[src/rtl/ps2_command_tx.sv]
// Host-to-device PS/2 command transmitter: request-to-send, 11-bit frame, and the
// device's acknowledge. It drives the open-drain lines through active-high pull-low enables.
module ps2_command_tx #(
  parameter int INHIBIT_CYCLES = 6000,
  parameter int RTS_TIMEOUT    = 750000,
  parameter int XFER_TIMEOUT   = 100000
) (
  input  logic       clock,
  input  logic       resetn,
  input  logic [7:0] send_data,
  input  logic       send_req,
  input  logic       ps2_clk_in,
  input  logic       ps2_dat_in,
  output logic       ps2_clk_low,
  output logic       ps2_dat_low,
  output logic       busy,
  output logic       send_done,
  output logic       send_error
);

  typedef enum logic [2:0] {
    IDLE, INHIBIT, START, WAIT_DEV, DATA, WAIT_IDLE, DONE, ERROR
  } state_t;

  localparam logic [19:0] INH_LAST = 20'(INHIBIT_CYCLES - 1);
  localparam logic [19:0] RTS_LIM  = 20'(RTS_TIMEOUT);
  localparam logic [19:0] XFER_LIM = 20'(XFER_TIMEOUT);

  state_t      state;
  logic [1:0]  clkSync, datSync;
  logic        clkPrev;
  logic        fe;
  logic [9:0]  shift;
  logic [19:0] cnt, cntInc;
  logic [3:0]  bitCnt;

  // Synchronisers idle high so that leaving reset cannot produce a false falling edge.
  always_ff @(posedge clock) begin
    if (!resetn) begin
      clkSync <= 2'b11;
      datSync <= 2'b11;
      clkPrev <= 1'b1;
    end else begin
      clkSync <= {clkSync[0], ps2_clk_in};
      datSync <= {datSync[0], ps2_dat_in};
      clkPrev <= clkSync[1];
    end
  end

  assign fe     = clkPrev & ~clkSync[1];
  assign cntInc = (cnt == 20'hFFFFF) ? cnt : cnt + 20'd1;

  always_ff @(posedge clock) begin
    if (!resetn) begin
      state       <= IDLE;
      shift       <= '0;
      cnt         <= '0;
      bitCnt      <= '0;
      ps2_clk_low <= 1'b0;
      ps2_dat_low <= 1'b0;
      busy        <= 1'b0;
      send_done   <= 1'b0;
      send_error  <= 1'b0;
    end else begin
      send_done  <= 1'b0;
      send_error <= 1'b0;
      case (state)
        IDLE: if (send_req) begin
          shift       <= {1'b1, ~^send_data, send_data};
          busy        <= 1'b1;
          ps2_clk_low <= 1'b1;
          cnt         <= '0;
          state       <= INHIBIT;
        end
        INHIBIT: if (cnt == INH_LAST) begin
          ps2_dat_low <= 1'b1;
          state       <= START;
        end else begin
          cnt <= cntInc;
        end
        START: begin
          ps2_clk_low <= 1'b0;
          cnt         <= '0;
          bitCnt      <= '0;
          state       <= WAIT_DEV;
        end
        WAIT_DEV: if (fe) begin
          ps2_dat_low <= ~shift[0];
          shift       <= {1'b1, shift[9:1]};
          bitCnt      <= 4'd1;
          cnt         <= '0;
          state       <= DATA;
        end else if (cnt >= RTS_LIM) begin
          ps2_clk_low <= 1'b0;
          ps2_dat_low <= 1'b0;
          send_error  <= 1'b1;
          busy        <= 1'b0;
          state       <= ERROR;
        end else begin
          cnt <= cntInc;
        end
        DATA: begin
          cnt <= cntInc;
          if (cnt >= XFER_LIM || (fe && bitCnt == 4'd10 && datSync[1])) begin
            ps2_clk_low <= 1'b0;
            ps2_dat_low <= 1'b0;
            send_error  <= 1'b1;
            busy        <= 1'b0;
            state       <= ERROR;
          end else if (fe && bitCnt == 4'd10) begin
            state <= WAIT_IDLE;
          end else if (fe) begin
            // Shift refills with 1s, so the stop bit (and anything past it) releases DAT.
            ps2_dat_low <= ~shift[0];
            shift       <= {1'b1, shift[9:1]};
            bitCnt      <= bitCnt + 4'd1;
          end
        end
        WAIT_IDLE: begin
          cnt <= cntInc;
          if (cnt >= XFER_LIM) begin
            ps2_clk_low <= 1'b0;
            ps2_dat_low <= 1'b0;
            send_error  <= 1'b1;
            busy        <= 1'b0;
            state       <= ERROR;
          end else if (clkSync[1] && datSync[1]) begin
            send_done <= 1'b1;
            busy      <= 1'b0;
            state     <= DONE;
          end
        end
        DONE:    state <= IDLE;
        ERROR:   state <= IDLE;
        default: state <= IDLE;
      endcase
    end
  end

endmodule
[config.mk]
export PLATFORM = sky130hd
export DESIGN_NAME = ps2_command_tx
export DESIGN_NICKNAME = d
export VERILOG_FILES = /design/src/rtl/ps2_command_tx.sv
export SDC_FILE = /design/constraint.sdc
export NUM_CORES = 1
export LEC_CHECK = 0
export ABC_AREA = 1
export CAP_MARGIN = 40
export CORE_MARGIN = 3
export CORE_UTILIZATION = 49
export CTS_CLUSTER_DIAMETER = 120
export DETAILED_ROUTE_END_ITERATION = 6
export GPL_TIMING_DRIVEN = 0
export PLACE_DENSITY = 0.73
export SETUP_SLACK_MARGIN = 0.15
export SYNTH_ARGS = -nofsm -noshare
export SYNTH_HDL_FRONTEND = slang
export SYNTH_SLANG_ARGS = --single-unit
export TNS_END_PERCENT = 20
[constraint.sdc]
create_clock -name clock -period 2.55 [get_ports clock]
set_input_delay 0.3825 -clock clock [delete_from_list [all_inputs] [get_ports clock]]
set_output_delay 0.3825 -clock clock [all_outputs]
set_load 0.01 [all_outputs]
# After elaboration in Yosys (flattened, before gate mapping)
# Index checks and enable logic that the tools add are counted.
[classes]
bitwise = 5
n_addsub = 2
n_lt_le_gt_ge = 2
n_mux = 46
eq_ne = 27
reduce_logical = 22
[ops]
columns = ["operator", "count"]
rows = [
  ["two-way mux 20 bit", 5],
  ["one-hot mux 20 bit (5 select lines)", 1],
  ["two-way mux 10 bit", 4],
  ["one-hot mux 10 bit (3 select lines)", 1],
  ["two-way mux 3 bit", 8],
  ["inequality test 2 bit, second input constant", 11],
  ["one-hot mux 3 bit (7 select lines)", 1],
  ["adder 20 x 1 -> 20 bit, second input constant", 1],
  ["equality test 20 x 13 -> 1 bit, second input constant", 1],
  ["equality test 20 bit, second input constant", 1],
  ["greater-or-equal comparator 20 x 17 -> 1 bit, second input constant", 1],
  ["greater-or-equal comparator 20 bit, second input constant", 1],
  ["inequality test 3 bit, second input constant", 6],
  ["AND reduction 6 bit", 3],
  ["two-way mux 1 bit", 17],
  ["two-way mux 4 bit", 4],
  ["equality test 3 bit, second input constant", 4],
  ["one-hot mux 4 bit (3 select lines)", 1],
  ["AND reduction 5 bit", 2],
  ["nonzero test 5 bit", 2],
  ["one-hot mux 1 bit (4 select lines)", 2],
  ["AND reduction 4 bit", 2],
  ["nonzero test 4 bit", 2],
  ["XNOR reduction 8 bit", 1],
  ["other kinds (14)", 22],
]
[totals]
elab_cells = 116
out_inout_bits = 5
ff_bits = 47
in_bits = 13

# Longest topological paths before layout
# Gate-level depths: netlist of the first run.
[depth]
ltp_word = 7
mapped_depth = 13
depth_no_buf = 13

# Worst setup path before layout of the first run
# OpenSTA, ideal clock, no wires.
[synth_timing]
kind = "register -> register"
from = "register cnt[0]"
to = "register cnt[12]"
synth_period_minus_slack_ns = 1.584
n_path_buf = 1
slack_ns = 0.966
required_time_ns = 2.479
setup_time_ns = 0.071
stages_incl_launch_ff = 13
arrival_time_ns = 1.514
path_cell_list = "dfxtp_1 -> ha_1 -> nand3_1 -> inv_1 -> nand2_1 -> nor2_1 -> nand2_1 -> buf_2 -> nand2_1 -> nand3_1 -> nand2_1 -> nand2_1 -> a21oi_1"
[synth_between]
elab_chain_cells = 5
elab_cells_between_ends = 12
classes_between = "add/sub: 1; order compare: 1; eq/ne: 4; mux: 5; reduce/logical: 1"
[synth_lines]
columns = ["item", "line_no", "rtl"]
rows = [
  ["from (decl)", "34", "logic [19:0] cnt, cntInc;"],
  ["from (signal assigned)", "79", "cnt <= cntInc;"],
  ["from (signal assigned)", "100", "cnt <= cntInc;"],
  ["from (signal assigned)", "103", "cnt <= cntInc;"],
  ["adder 20 x 1 -> 20 bit / equality test 20 bit (equally long branches)", "51", "assign cntInc = (cnt == 20'hFFFFF) ? cnt : cnt + 20'd1;"],
  ["two-way mux 20 bit", "51", ""],
  ["two-way mux 20 bit", "93", "end else if (cnt >= RTS_LIM) begin"],
  ["two-way mux 20 bit", "87", "WAIT_DEV: if (fe) begin"],
  ["one-hot mux 20 bit (5 select lines)", "67", "case (state)"],
]
# Parallel ways exist; a longest one is shown, timed or not. The select of a mux whose other input is x is not followed.
# A chain may end at the register's enable or synchronous reset.

# Worst setup path in the final report of the first run
[layout_timing]
from = "register cnt[0]"
to = "register cnt[7]"
# Same word-level chain as after synthesis.

==> impl_results.rst, run 1 <==
.. list-table::
   :header-rows: 1

   * - Metric
     - Value
   * - Core Footprint
     - 0.005991 mm2
   * - Average detailed-routed wire length per instance
     - 12.66 um
   * - Top Ports
     - 18
   * - Number of nets in the layout
     - 556
   * - Overall Power
     - 2975 uW
   * - Path type of the worst setup path
     - flip-flop to flip-flop
   * - Worst Min Path Start
     - datSync[0]
   * - Nature of the critical path endpoint
     - flip-flop
   * - Multi-input logic area
     - 0.001846 mm2
   * - Post-CTS Hold Fix Bufs
     - 0
   * - Die Footprint
     - 0.007282 mm2
   * - Worst VDD drop
     - 0.5427 mV
   * - Syn. warnings
     - 0
   * - Power density over cell area
     - 859.7 mW/mm2
   * - # rows
     - 28
   * - Number of buffers inserted by port buffering
     - 17
   * - Total of endpoints with negative setup slack in the final report
     - 0
   * - Hold Crit Depth
     - 1
   * - Number of vias per cell
     - 5.120
   * - Fill cell count
     - 602
   * - Pin count of the biggest net entering global routing
     - 16
   * - Detailed Place HPWL
     - 5.820 mm
   * - Kind of start point of the critical path
     - flip-flop
   * - Number of clock buffers inserted by TritonCTS
     - 5
   * - Library cells used by synthesis
     - 32
   * - Flip-flop and latch area
     - 940.9 um2
   * - RSZ-0062 raised after global routing
     - no
   * - Fraction of final layout cells sized beyond drive strength 1
     - 8.148%
   * - Final-report max-slew violation count
     - 0
   * - Worst hold-check path type
     - flip-flop to flip-flop
   * - Detailed-route DRC error count
     - 0
   * - Reported max-cap violation count
     - 0
   * - Most frequent standard cell in the layout excluding fill and tap cells
     - sky130_fd_sc_hd__nand2_1
   * - Transition time at the pin with the least slew margin
     - 0.5726 ns
   * - Number of synthesized register bits
     - 47
   * - CTS max path bufs
     - 2
   * - Die Span Y
     - 85.34 um
   * - Die outline width
     - 85.34 um
   * - Number of standard cells after synthesis
     - 515
   * - Data arrival at the endpoint of the critical path
     - 2.29 ns
   * - Synthesized cell area
     - 0.003084 mm2
   * - TNS Setup
     - 0 ns
   * - Placer's final routability congestion estimate
     - 0.9613
   * - Min Clock Period, post-route
     - 2.048 ns
   * - TritonCTS clock tree
     - yes
   * - Detailed Routing Iterations Pass 1
     - 4
   * - Number of hold-slack violations in the final timing report
     - 0
   * - Mapped Nets
     - 532
   * - LEAKAGE
     - 0.001604 uW
   * - Starting Density
     - 51.48%
   * - Fraction of the cycle the final worst path needs
     - 80.30%
   * - Post-synthesis to final-layout area growth
     - 12.21%
   * - Aggregate routed wire length
     - 7.784 mm
   * - Setup slack, reg-to-reg
     - 0.50 ns
   * - Status
     - completed
   * - Total via count in the routed design
     - 3149
   * - Clock insertion delay at the later pin of the skew report
     - 0.30 ns
   * - Clock tree root buffer cell
     - sky130_fd_sc_hd__clkbuf_8
   * - Maximum achievable frequency
     - 488.4 MHz
   * - Critical register-to-register path startpoint
     - cnt[0]
   * - Number of buffers added for setup after CTS
     - 0
   * - Worst-path fanout max
     - 10
   * - Number of global-route vias before repair
     - 2889
   * - Share of synthesized area occupied by flip-flops and latches
     - 30.51%
   * - Clock sink count
     - 47
   * - Synthesized area per cell
     - 5.989 um2
   * - Post-cts gate resize count
     - 0
   * - Initial antenna violation count
     - 0
   * - Number of antenna diodes
     - 0
   * - Clock-pin slew of the registers on the worst-case setup and hold paths
     - 0.09 ns
   * - Worst-case clock skew
     - 0.006671 ns
   * - Combined global-route utilization of all metal layers
     - 22.09%
   * - Hold EP
     - datSync[1]
   * - Count of H-tree levels built during CTS
     - 2
   * - R2R cell count
     - 12
   * - Reg-to-reg endpoint
     - cnt[7]
   * - Relative slew slack
     - 61.57%
   * - Iteration-0 DRC Markers
     - 153
   * - Required @ worst endpoint
     - 2.79 ns
   * - Total overflow reported by the global router
     - 0
   * - Number of nets still failing antenna checks after routing
     - 0
   * - Commonest cells after routing, fill and taps aside
     - sky130_fd_sc_hd__nand2_1, sky130_fd_sc_hd__nor2_1, sky130_fd_sc_hd__inv_1
   * - Global-route wire length before repair
     - 13.03 mm
-- metrics by stage --
step | cell area [um2] | hold WS (ns) | worst slack [ns] | utilization [%] | instances
finish | 3461 | 0.4193 | 0.5024 | 57.77 | 615
floorplan | 3084 | 0.3925 | 0.9658 | - | 515
CTS | 3461 | 0.4209 | 0.5015 | 57.77 | 615
detailed placement | 3348 | 0.3985 | 0.4733 | 55.89 | 607
global route | 3461 | 0.4343 | 0.2767 | 57.77 | 615
global placement | 3348 | 0.3948 | 0.5020 | 55.89 | 607
-- final cells by class --
class,count,share of cell area [%]
repair buffers,17,4.917
clock buffers,5,1.988
inverters,56,6.146
plain buffers,13,2.458
clock inverters,3,1.265
multi-input cells,399,53.33
well taps,75,2.711
flip-flops and latches,47,27.19
-- registers in the layout (all words and copies together) (netlist names) --
name         flops
clkSync          2
ps2_dat_low      1
clkPrev          1
ps2_clk_low      1
cnt             20
send_error       1
bitCnt           4
send_done        1
busy             1
state            3
shift           10
datSync          2
-- logic make-up after synthesis --
| family | count (synthesis) | synth area share, % |
|---|---|---|
| simple gates | 335 | 46.17 |
| xor+xnor | 10 | 2.840 |
| compound gates | 50 | 9.209 |
| flops | 47 | 30.51 |
| buf+inv | 69 | 9.655 |
| fa+ha+maj | 4 | 1.623 |
-- cells in the mapped netlist --
| master | instances | area, um2 |
|---|---|---|
| sky130_fd_sc_hd__nor2_4 | 1 | 11.26 |
| sky130_fd_sc_hd__xor2_1 | 5 | 43.79 |
| sky130_fd_sc_hd__nor2_1 | 97 | 364.1 |
| sky130_fd_sc_hd__nor2_8 | 1 | 20.02 |
| sky130_fd_sc_hd__nand3_1 | 41 | 205.2 |
| sky130_fd_sc_hd__nand2_1 | 159 | 596.8 |
| sky130_fd_sc_hd__inv_2 | 7 | 26.28 |
| sky130_fd_sc_hd__a21oi_4 | 2 | 32.53 |
| sky130_fd_sc_hd__o21ai_1 | 11 | 55.05 |
| sky130_fd_sc_hd__a31oi_1 | 2 | 12.51 |
| sky130_fd_sc_hd__o21ai_0 | 13 | 65.06 |
| sky130_fd_sc_hd__o21bai_1 | 1 | 7.510 |
| sky130_fd_sc_hd__xnor2_1 | 5 | 43.79 |
| sky130_fd_sc_hd__or2_2 | 5 | 31.28 |
| sky130_fd_sc_hd__o211ai_1 | 1 | 7.510 |
| sky130_fd_sc_hd__o21ai_2 | 1 | 8.760 |
| sky130_fd_sc_hd__buf_6 | 2 | 22.52 |
| sky130_fd_sc_hd__nor2_2 | 1 | 6.260 |
| sky130_fd_sc_hd__buf_2 | 4 | 20.02 |
| sky130_fd_sc_hd__ha_1 | 4 | 50.05 |
| sky130_fd_sc_hd__buf_4 | 1 | 7.510 |
| sky130_fd_sc_hd__buf_8 | 1 | 15.01 |
| sky130_fd_sc_hd__clkbuf_1 | 4 | 15.01 |
| sky130_fd_sc_hd__nand3b_1 | 6 | 45.04 |
| sky130_fd_sc_hd__dfxtp_1 | 47 | 940.9 |
| sky130_fd_sc_hd__nand4_1 | 11 | 68.82 |
| sky130_fd_sc_hd__nor3_1 | 5 | 25.02 |
| sky130_fd_sc_hd__nand2_2 | 8 | 50.05 |
| sky130_fd_sc_hd__inv_4 | 1 | 6.260 |
| sky130_fd_sc_hd__clkbuf_2 | 1 | 5.000 |
| sky130_fd_sc_hd__a21oi_1 | 19 | 95.09 |
| sky130_fd_sc_hd__inv_1 | 48 | 180.2 |
-- critical path, cell delays in order (launching register included) --
cell and delay, ns:
sky130_fd_sc_hd__dfxtp_1 0.40, sky130_fd_sc_hd__ha_1 0.21, sky130_fd_sc_hd__nand3_1 0.15, sky130_fd_sc_hd__inv_1 0.21, sky130_fd_sc_hd__nand2_1 0.12, sky130_fd_sc_hd__nor2_1 0.19
sky130_fd_sc_hd__nand2_1 0.08, sky130_fd_sc_hd__buf_2 0.20, sky130_fd_sc_hd__nand3b_1 0.13, sky130_fd_sc_hd__o21ai_0 0.08, sky130_fd_sc_hd__nand2_1 0.07, sky130_fd_sc_hd__nand2_1 0.04
sky130_fd_sc_hd__nor2_1 0.11
-- metal layers --
metal / up-vias / share of wire [%] / wire (um) / track usage, %
li1: 1665 / - / - / -
met1: 1374 / 45 / 3482 / 26.99
met2: 92 / 48 / 3713 / 38.28
met3: 18 / 5.0 / 391 / 3.689
met4: 0 / 2.5 / 197 / 9.065
met5: - / 0 / 0 / 0
-- power breakdown --
group	total [uW]	switching, uW	leakage, uW	internal, uW
clock network	561	269	0.0000581	292
logic	1420	922	0.00116	503
registers	990	114	0.000385	875
total	2980	1300	0.00160	1670
-- how the worst max path moves through the flow --
stage / slack (ns) / start / to
after floorplan: 0.97 / cnt[0] / cnt[12]
after global placement: 0.50 / send_req / cnt[16]
after detailed placement: 0.47 / send_req / cnt[16]
after CTS: 0.50 / cnt[0] / cnt[9]
after global routing: 0.28 / cnt[0] / cnt[9]
final: 0.50 / cnt[0] / cnt[7]
No activity file was read; power rests on OpenSTA's default activity.
==> run 2, diff against run 1 <==
--- a/config.mk
+++ b/config.mk
@@ -12,7 +12,7 @@
 export CTS_CLUSTER_DIAMETER = 120
 export DETAILED_ROUTE_END_ITERATION = 6
 export GPL_TIMING_DRIVEN = 0
-export PLACE_DENSITY = 0.73
+export PLACE_DENSITY = 0.75
 export SETUP_SLACK_MARGIN = 0.15
 export SYNTH_ARGS = -nofsm -noshare
 export SYNTH_HDL_FRONTEND = slang
==> constraint.sdc (replaced) <==
create_clock -name clock -period 1.8 [get_ports clock]
set_input_delay 0.27 -clock clock [delete_from_list [all_inputs] [get_ports clock]]
set_output_delay 0.27 -clock clock [all_outputs]
set_load 0.01 [all_outputs]
==> run 2 against run 1 <==
Effect of this change:
- global-route usage increased by 1.1 points
- utilization is 7.4 points higher
- flip-flop and latch count is the same
- combinational power up 65%
- highest routed layer unchanged
- register-to-register slack got worse by 0.35 ns
- final area increased by 13%
- non-clock buffer count rose by 17
- clock skew up 0.0089 ns
- final cell count up 2.8%
- worst setup slack got worse by 0.35 ns
- routed wire length is 12% higher
- via count is 5.8% higher
- critical endpoint is now shift[3]
==> impl_results.rst, run 2 (same netlist as run 1, synthesis figures left out) <==
.. list-table::
   :header-rows: 1

   * - Metric
     - Value
   * - Status
     - completed
   * - Cell count after placement
     - 607
   * - Commonest cells after routing, fill and taps aside
     - sky130_fd_sc_hd__nand2_1, sky130_fd_sc_hd__nor2_1, sky130_fd_sc_hd__inv_1
   * - Average detailed-routed wire length per instance
     - 13.74 um
   * - Detailed Routing Iterations Pass 1
     - 5
   * - Total buffers and inverters traversed by the critical path
     - 1
   * - Aggregate routed wire length
     - 8.685 mm
   * - Cell family contributing the most delay on the critical path
     - simple AND/OR/NAND/NOR gates
   * - Total overflow reported by the global router
     - 0
   * - Clock sink count
     - 47
   * - Worst-path fanout max
     - 7
   * - Post-synthesis to final-layout area growth
     - 26.49%
   * - Nature of the critical path endpoint
     - flip-flop
   * - Critical-path cell with the highest stage delay
     - sky130_fd_sc_hd__dfxtp_4
   * - Count of H-tree levels built during CTS
     - 2
   * - Power density over cell area
     - 1139 mW/mm2
   * - Detailed-route DRC error count
     - 0
   * - Relative slew slack
     - 56.96%
   * - Total via count in the routed design
     - 3333
   * - Placement-stage cell area
     - 0.003348 mm2
   * - Path type of the worst setup path
     - flip-flop to flip-flop
   * - Number of nets still failing antenna checks after routing
     - 0
   * - Data arrival at the endpoint of the critical path
     - 1.85 ns
   * - Overall Power
     - 4444 uW
   * - Top Ports
     - 18
   * - Number of antenna diodes
     - 0
   * - Placer's final routability congestion estimate
     - 0.9442
   * - Critical register-to-register path startpoint
     - cnt[19]
   * - Die Span Y
     - 85.34 um
   * - Detailed Place HPWL
     - 6.100 mm
   * - CP Launch Point
     - cnt[19]
   * - Fraction of the cycle the final worst path needs
     - 91.59%
   * - R2R cell count
     - 11
   * - Clock-pin slew of the registers on the worst-case setup and hold paths
     - 0.10 ns
   * - Final-report max-slew violation count
     - 0
   * - Iteration-0 DRC Markers
     - 176
   * - Clock tree root buffer cell
     - sky130_fd_sc_hd__clkbuf_8
   * - Largest register FFs
     - 20
   * - # rows
     - 28
   * - Setup slack, reg-to-reg
     - 0.15 ns
   * - Die Footprint
     - 0.007282 mm2
   * - Clock insertion delay at the later pin of the skew report
     - 0.31 ns
   * - Pre-CTS setup slack
     - -0.1729 ns
   * - Number of vias per cell
     - 5.274
   * - Final setup margin
     - 0.1513 ns
   * - Fill cell count
     - 561
   * - Maximum achievable frequency
     - 606.6 MHz
   * - Number of nets in the layout
     - 573
   * - Worst VDD drop
     - 0.7114 mV
   * - LEAKAGE
     - 0.001791 uW
   * - Number of buffers inserted by port buffering
     - 17
   * - Number of hold-slack violations in the final timing report
     - 0
   * - Post-CTS Hold Fix Bufs
     - 0
   * - Most frequent standard cell in the layout excluding fill and tap cells
     - sky130_fd_sc_hd__nand2_1
   * - TritonCTS clock tree
     - yes
   * - Global-route wire length before repair
     - 13.73 mm
   * - Reported max-cap violation count
     - 0
   * - Starting Density
     - 51.48%
   * - Number of global-route vias before repair
     - 3017
   * - Crit path largest cell delay
     - 0.38 ns
   * - Post-Route Hold Slack
     - 0.4191 ns
   * - Worst setup path end
     - shift[3]
   * - Pin count of the biggest net entering global routing
     - 14
   * - Fraction of final layout cells sized beyond drive strength 1
     - 22.26%
   * - Total of endpoints with negative setup slack in the final report
     - 0
   * - CTS max path bufs
     - 2
   * - Transition time at the pin with the least slew margin
     - 0.6456 ns
   * - Worst hold-check path type
     - flip-flop to flip-flop
   * - Reg-to-reg endpoint
     - shift[3]
   * - Required @ worst endpoint
     - 2.00 ns
   * - Core Footprint
     - 0.005991 mm2
   * - Largest regs
     - cnt x20, shift x10, bitCnt x4
   * - Cell with the most instances on the worst path
     - sky130_fd_sc_hd__nand2_4
   * - Levels on crit path
     - 11
   * - Number of clock buffers inserted by TritonCTS
     - 5
   * - Kind of start point of the critical path
     - flip-flop
   * - Most flop-heavy register
     - cnt
   * - Total non-filler cell area in the finished layout
     - 0.003901 mm2
   * - Post-layout instance count excluding filler cells
     - 632
   * - Worst-case clock skew
     - 0.01559 ns
   * - Die outline width
     - 85.34 um
   * - Combined global-route utilization of all metal layers
     - 23.24%
   * - Min Clock Period, post-route
     - 1.649 ns
   * - Cell-by-cell listing of the critical path
     - nor2_4 -> nand2_1 -> nor2_1 -> nand2_1 -> nand2_4 -> nand2_2 -> nand2_4 -> nand2_4 -> buf_4 -> o21ai_1 -> nor2_1
   * - Initial antenna violation count
     - 0
   * - RSZ-0062 raised after global routing
     - yes
==> run 2: per-layer routing <==
layer	vias up	global-route usage (%)	wire length (um)
met5	-	0	0
met4	0	7.770	221
met3	18	3.398	410
met2	94	41.17	4327
met1	1511	28.66	3725
li1	1710	-	-
==> run 2: worst reg2reg max path: stages (launching register included) <==
cell	delay (ns)
sky130_fd_sc_hd__dfxtp_4	0.38
sky130_fd_sc_hd__nor2_4	0.13
sky130_fd_sc_hd__nand2_1	0.09
sky130_fd_sc_hd__nor2_1	0.11
sky130_fd_sc_hd__nand2_1	0.10
sky130_fd_sc_hd__nand2_4	0.12
sky130_fd_sc_hd__nand2_2	0.08
sky130_fd_sc_hd__nand2_4	0.13
sky130_fd_sc_hd__nand2_4	0.08
sky130_fd_sc_hd__buf_4	0.16
sky130_fd_sc_hd__o21ai_1	0.12
sky130_fd_sc_hd__nor2_1	0.05
==> run 2: what timing repair did <==
action                                  4_1_cts  5_1_grt
endpoints found under the hold margin         0        0
setup buffers                                 7        7
gates cloned                                  1        2
endpoints found under the setup margin       39       40
pin swaps                                     9       18
resized for setup                            41       74
==> run 2: worst min-delay path by stage <==
| stage | from | to | cells past startpoint |
|---|---|---|---|
| floorplan | ps2_clk_in | clkSync[0] | 1 |
| global placement | clkSync[0] | clkSync[1] | 1 |
| detailed placement | datSync[0] | datSync[1] | 1 |
| CTS | datSync[0] | datSync[1] | 1 |
| global route | datSync[0] | datSync[1] | 1 |
| finish | clkSync[0] | clkSync[1] | 1 |
==> run 2: final cells by class <==
cell class                 instances  area, um2  area share [%]
inverter                          56      220.2           5.645
sequential                        47      975.9           25.02
multi-input combinational        399       2085           53.43
buffer                            13      123.9           3.175
clock buffer                       7      76.32           1.956
timing repair buffer              34      321.6           8.242
tap                               75      93.84           2.405
clock inverter                     1      5.005          0.1283
==> run 2: stage by stage <==
stage          setup TNS [ns]  utilization (%)
2_1_floorplan               0                -
3_3_place_gp           -1.944            55.89
3_5_place_dp           -2.661            55.89
4_1_cts                     0            60.05
5_1_grt                     0            65.12
6_report                    0            65.12
==> run 2: where the power goes <==
part	leakage, uW	total (uW)	internal (uW)	switching, uW
Sequential	0.000395	1450	1270	186
Clock	0.0000422	635	274	361
Combinational	0.00135	2350	889	1470
==> run 3, diff against run 2 <==
--- a/config.mk
+++ b/config.mk
@@ -11,8 +11,9 @@
 export CORE_UTILIZATION = 49
 export CTS_CLUSTER_DIAMETER = 120
 export DETAILED_ROUTE_END_ITERATION = 6
+export DONT_BUFFER_PORTS = 1
 export GPL_TIMING_DRIVEN = 0
-export PLACE_DENSITY = 0.75
+export PLACE_DENSITY = 0.69
 export SETUP_SLACK_MARGIN = 0.15
 export SYNTH_ARGS = -nofsm -noshare
 export SYNTH_HDL_FRONTEND = slang
==> constraint.sdc (replaced) <==
create_clock -name clock -period 1.7 [get_ports clock]
set_input_delay 0.255 -clock clock [delete_from_list [all_inputs] [get_ports clock]]
set_output_delay 0.255 -clock clock [all_outputs]
set_load 0.01 [all_outputs]
==> run 3 against run 2 <==
Effect of this change:
- global-route usage grew 2.3 points
- sequential power is 7% higher
- register-to-register slack got worse by 0.095 ns
- clock power is 37% higher
- non-clock buffer count down 3
- worst setup slack got worse by 0.095 ns
- count of clock-buffer cells in the layout shrank 2
==> impl_results.rst, run 3 (same netlist as run 1, synthesis figures left out) <==
.. list-table::
   :header-rows: 1

   * - Metric
     - Value
   * - Cell Int Power
     - 2868 uW
   * - Total overflow reported by the global router
     - 0
   * - Worst hold-check path type
     - input pin to flip-flop
   * - Reported max-cap violation count
     - 0
   * - Average detailed-routed wire length per instance
     - 14.48 um
   * - Fill cell count
     - 540
   * - LEAKAGE
     - 0.001852 uW
   * - Placer's final routability congestion estimate
     - 0.9005
   * - Final-report max-slew violation count
     - 0
   * - Switching fraction of total power
     - 45.32%
   * - Maximum achievable frequency
     - 608.2 MHz
   * - Number of nets still failing antenna checks after routing
     - 0
   * - Status
     - completed
   * - Die outline width
     - 85.34 um
   * - Number of vias per cell
     - 5.308
   * - Total of endpoints with negative setup slack in the final report
     - 0
   * - Cell count after placement
     - 590
   * - RSZ-0062 raised after global routing
     - yes
   * - Commonest cells after routing, fill and taps aside
     - sky130_fd_sc_hd__nand2_1, sky130_fd_sc_hd__nor2_1, sky130_fd_sc_hd__inv_1
   * - Min Clock Period, post-route
     - 1.644 ns
   * - Number of hold-slack violations in the final timing report
     - 0
   * - Clock-pin slew of the registers on the worst-case setup and hold paths
     - 0.09 ns
   * - Number of global-route vias before repair
     - 3294
   * - Number of nets in the layout
     - 570
   * - Clock tree root buffer cell
     - sky130_fd_sc_hd__clkbuf_8
   * - Largest register FFs
     - 20
   * - Iteration-0 DRC Markers
     - 162
   * - Post-CTS Hold Fix Bufs
     - 0
   * - Data arrival at the endpoint of the critical path
     - 1.89 ns
   * - Overall Power
     - 5246 uW
   * - Core Footprint
     - 0.005991 mm2
   * - Worst-path fanout max
     - 5
   * - Number of buffers inserted by port buffering
     - 0
   * - Most frequent standard cell in the layout excluding fill and tap cells
     - sky130_fd_sc_hd__nand2_1
   * - Relative slew slack
     - 57.65%
   * - Clock Power Share
     - 16.5%
   * - Path type of the worst setup path
     - flip-flop to flip-flop
   * - Kind of start point of the critical path
     - flip-flop
   * - Total buffers and inverters traversed by the critical path
     - 2
   * - Count of H-tree levels built during CTS
     - 2
   * - Largest regs
     - cnt x20, shift x10, bitCnt x4
   * - Share of total power in sequential cells
     - 29.5%
   * - Cell-by-cell listing of the critical path
     - ha_4 -> nand3_4 -> inv_4 -> nand2_4 -> nor2_4 -> nand2_4 -> buf_6 -> nand3b_1 -> o21ai_2 -> nand2_1 -> nand2_1 -> nor2_1
   * - Worst-case clock skew
     - 0.007492 ns
   * - Share of total power in combinational logic
     - 54.0%
   * - Pin count of the biggest net entering global routing
     - 17
   * - Power density over cell area
     - 1290 mW/mm2
   * - Starting Density
     - 51.48%
   * - Post-synthesis to final-layout area growth
     - 31.81%
   * - Critical-path cell with the highest stage delay
     - sky130_fd_sc_hd__dfxtp_2
   * - Die Span Y
     - 85.34 um
   * - Number of clock buffers inserted by TritonCTS
     - 5
   * - Detailed Routing Iterations Pass 1
     - 4
   * - Top Ports
     - 18
   * - Initial antenna violation count
     - 0
   * - Required @ worst endpoint
     - 1.94 ns
   * - TNS Setup
     - 0 ns
   * - Detailed-route DRC error count
     - 0
   * - Total via count in the routed design
     - 3339
   * - Most flop-heavy register
     - cnt
   * - Die Footprint
     - 0.007282 mm2
   * - Switching power
     - 2377 uW
   * - Clock insertion delay at the later pin of the skew report
     - 0.31 ns
   * - Crit path largest cell delay
     - 0.37 ns
   * - TritonCTS clock tree
     - yes
   * - Clock sink count
     - 47
   * - Transition time at the pin with the least slew margin
     - 0.6352 ns
   * - Detailed Place HPWL
     - 5.826 mm
   * - Cell family contributing the most delay on the critical path
     - simple AND/OR/NAND/NOR gates
   * - CTS max path bufs
     - 2
   * - Worst VDD drop
     - 0.7847 mV
   * - Post-Route Hold Slack
     - 0.04679 ns
   * - Aggregate routed wire length
     - 9.111 mm
   * - # rows
     - 28
   * - Combined global-route utilization of all metal layers
     - 25.51%
   * - Global-route wire length before repair
     - 14.92 mm
   * - Fraction of the cycle the final worst path needs
     - 96.71%
   * - Nature of the critical path endpoint
     - flip-flop
   * - Fraction of final layout cells sized beyond drive strength 1
     - 30.87%
   * - Number of antenna diodes
     - 0
   * - Post-layout instance count excluding filler cells
     - 629
## run 3: worst register-to-register path: stages, from the launching register on
cell	delay [ns]
sky130_fd_sc_hd__dfxtp_2	0.37
sky130_fd_sc_hd__ha_4	0.16
sky130_fd_sc_hd__nand3_4	0.12
sky130_fd_sc_hd__inv_4	0.11
sky130_fd_sc_hd__nand2_4	0.06
sky130_fd_sc_hd__nor2_4	0.14
sky130_fd_sc_hd__nand2_4	0.08
sky130_fd_sc_hd__buf_6	0.14
sky130_fd_sc_hd__nand3b_1	0.12
sky130_fd_sc_hd__o21ai_2	0.06
sky130_fd_sc_hd__nand2_1	0.06
sky130_fd_sc_hd__nand2_1	0.04
sky130_fd_sc_hd__nor2_1	0.13
## run 3: layout make-up
cell class,instances,area (um2),area share [%]
Sequential cell,47,991.0,24.38
Multi-Input combinational cell,399,2246,55.25
Inverter,56,220.2,5.417
Timing Repair Buffer,31,271.5,6.679
Clock inverter,3,46.29,1.139
Tap cell,75,93.84,2.308
Clock buffer,5,68.82,1.693
Buffer,13,127.6,3.139
## run 3: worst paths after layout
check | start | to | slack (ns) | depth (start not counted)
max reg2reg | cnt[0] | cnt[7] | 0.06 | 12
min reg2reg | clkSync[0] | clkSync[1] | 0.43 | 1
min | ps2_clk_in | clkSync[0] | 0.05 | 1
max | cnt[0] | cnt[7] | 0.06 | 12
## run 3: per-stage QoR
stage | instance area (um2) | worst slack (ns) | util [%]
floorplan | 3084 | 0.1522 | -
global placement | 3178 | -0.1984 | 53.05
detailed placement | 3178 | -0.1907 | 53.05
CTS | 3847 | 0.1290 | 64.22
global route | 4065 | -0.07026 | 67.86
finish | 4065 | 0.05588 | 67.86
## run 3: what timing repair did
action / 4_1_cts / 5_1_grt
endpoints found under the setup margin: 41 / 41
buffers inserted: 25 / 3
gates resized for setup: 114 / 57
pin swaps: 26 / 30
cloned: 3 / 0
## run 3: per-layer routing
metal | up-vias | global-route usage [%] | routed length [um]
met5 | - | 0 | 0
met4 | 0 | 12.52 | 348
met3 | 26 | 4.175 | 446
met2 | 100 | 45.34 | 4471
met1 | 1510 | 29.42 | 3845
li1 | 1703 | - | -
## run 3: power by group through the flow
stage	Clock, uW	Combinational [uW]	Sequential, uW
after CTS	884	2480	1540
after global routing	930	3150	1580
after detailed placement	0	2020	1520
after floorplan	0	1620	1480
final	867	2830	1550
after global placement	0	2000	1520
==> patch (config.mk and constraints of run 2) <==
Register the output `send_error` once more, cleared by the reset; this adds one clock of latency there. The other outputs are not delayed to match.
--- a/src/rtl/ps2_command_tx.sv
+++ b/src/rtl/ps2_command_tx.sv
@@ -27,2 +27,4 @@
   localparam logic [19:0] XFER_LIM = 20'(XFER_TIMEOUT);
+
+  logic send_error_s0;
 
@@ -62,6 +64,6 @@
       send_done   <= 1'b0;
-      send_error  <= 1'b0;
+      send_error_s0 <= 1'b0;
     end else begin
       send_done  <= 1'b0;
-      send_error <= 1'b0;
+      send_error_s0 <= 1'b0;
       case (state)
@@ -95,3 +97,3 @@
           ps2_dat_low <= 1'b0;
-          send_error  <= 1'b1;
+          send_error_s0 <= 1'b1;
           busy        <= 1'b0;
@@ -106,3 +108,3 @@
             ps2_dat_low <= 1'b0;
-            send_error  <= 1'b1;
+            send_error_s0 <= 1'b1;
             busy        <= 1'b0;
@@ -123,3 +125,3 @@
             ps2_dat_low <= 1'b0;
-            send_error  <= 1'b1;
+            send_error_s0 <= 1'b1;
             busy        <= 1'b0;
@@ -139,2 +141,10 @@
 
+  always_ff @(posedge clock) begin
+    if (!resetn) begin
+      send_error <= '0;
+    end else begin
+      send_error <= send_error_s0;
+    end
+  end
+
 endmodule
Behaviour: same outputs for any inputs over 10 cycles, from zero or initial values and one cycle with resetn low; that may be too few to reach the edited logic, so the function may still have changed.
==> patch against run 2 <==
Routed wire length increased by 3.4%; sequential cell count grew 1; sequential share of layout area up 0.32 points; total power up 9.1%; setup slack got worse by 0.099 ns; synthesized area fell by 4.3%; clock skew down 0.0080 ns; count of clock-buffer cells in the layout fell by 2; final area up 1.7%; critical path type unchanged; largest cell class unchanged; highest routed layer unchanged.
==> patch: results (changes against run 2) <==
qor: sta.finClkSkew 0.00760 ns [was 0.0156 ns]
qor: drt.routed_wl 8980 um [was 8690 um]
qor: place.dpl.cell_count 563 [was 607]
qor: logic_synthesis.synthDistinctLibCells 36 [was 32]
qor: logic_synthesis.synth_commonest_cells nand2_1 (131), nor2_1 (67), inv_1 (50), dfxtp_1 (48), nand3_1 (46) [was nand2_1 (159), nor2_1 (97), inv_1 (48), dfxtp_1 (47), nand3_1 (41)]
qor: power_and_ir_drop.peakVddDrop 0.000682 V [was 0.000711 V]
qor: logic_synthesis.synth.yosys.seq_area_share 32.5% [was 30.5%]
qor: global_routing.largest_net_degree_at_the_start_of_global_routing 17 [was 14]
qor: logic_synthesis.postSynthAreaPerCell 6.23 um^2 [was 5.99 um^2]
qor: place.routabilityCongestion 0.894 [was 0.944]
qor: worst_setup_path.critPathMaxFanout 6 [was 7]
qor: global_routing.grt_use_met2 37.7% [was 41.2%]
qor: layout.fraction_of_layout_instances_using_a_drive_strength_above_1 28.9% [was 22.3%]
qor: layout.post_layout_nonfiller_instances 608 [was 632]
qor: logic_synthesis.syn_nets 491 [was 532]
qor: global_routing.globalRouteMet1Util 30.4% [was 28.7%]
qor: worst_setup_path.critPathLaunch cnt[1] [was cnt[19]]
qor: global_routing.first_global_vias 3061 [was 3017]
qor: sta.worst_slew_pin_slew 0.609 ns [was 0.646 ns]
qor: drt.vias_per_cell 5.64 [was 5.27]
qor: global_routing.grt_pass1_wl 13800 um [was 13700 um]
qor: worst_setup_path.timing.reg2reg.setup_slack 0.05 ns [was 0.15 ns]
qor: worst_setup_path.regToRegEndpoint cnt[17] [was shift[3]]
qor: outcome.status finished clean [unchanged]
qor: power_and_ir_drop.power.static_leakage 1.74 nW [was 1.79 nW]
## patch: worst max path at each step
stage	to	slack (ns)	cells after the start
after detailed placement	shift[3]	-0.19	10
after global placement	shift[2]	-0.17	10
after floorplan	cnt[3]	0.16	12
after CTS	cnt[6]	0.12	8
after global routing	cnt[17]	-0.06	7
final	cnt[17]	0.05	11
## patch: metal layers
metal / part of all wire [%] / vias up
met5: 0 / -
met4: 3.8 / 0
met3: 8.5 / 39
met2: 47 / 213
met1: 41 / 1526
li1: - / 1651
## patch: power by group
part | leakage, nW | internal [mW] | switching, mW
registers | 0.403 | 1.29 | 0.191
logic | 1.28 | 1.04 | 1.51
clock network | 0.0583 | 0.419 | 0.394
## patch: logic make-up (layout without fill, tap and decap cells)
logic type      count (synthesis)  count (layout)  share of synthesized area [%]
compound gates                 72              72                           14.2
xor+xnor                       10              10                           2.97
fa+ha+maj                       4               4                           1.69
buf+inv                        64             125                           8.73
simple gates                  276             277                           39.9
flops                          48              48                           32.5
## patch: cell type report
type / instances / area, um^2 / area share, %
Clock buffer: 5 / 68.8 / 1.74
Buffer: 9 / 65.1 / 1.64
Timing Repair Buffer: 53 / 454 / 11.5
Multi-Input combinational cell: 363 / 2030 / 51.1
Clock inverter: 3 / 47.5 / 1.20
Sequential cell: 48 / 1000 / 25.3
Tap cell: 72 / 90.1 / 2.27
Inverter: 55 / 210 / 5.30
## patch: per-stage QoR
stage | cell area, um^2 | setup slack, ns | hold WS, ns
4_1_cts | 3660 | 0.120 | 0.427
3_3_place_gp | 3230 | -0.173 | 0.393
5_1_grt | 3970 | -0.0611 | 0.448
2_1_floorplan | 2970 | 0.157 | 0.377
6_report | 3970 | 0.0527 | 0.425
3_5_place_dp | 3230 | -0.186 | 0.402
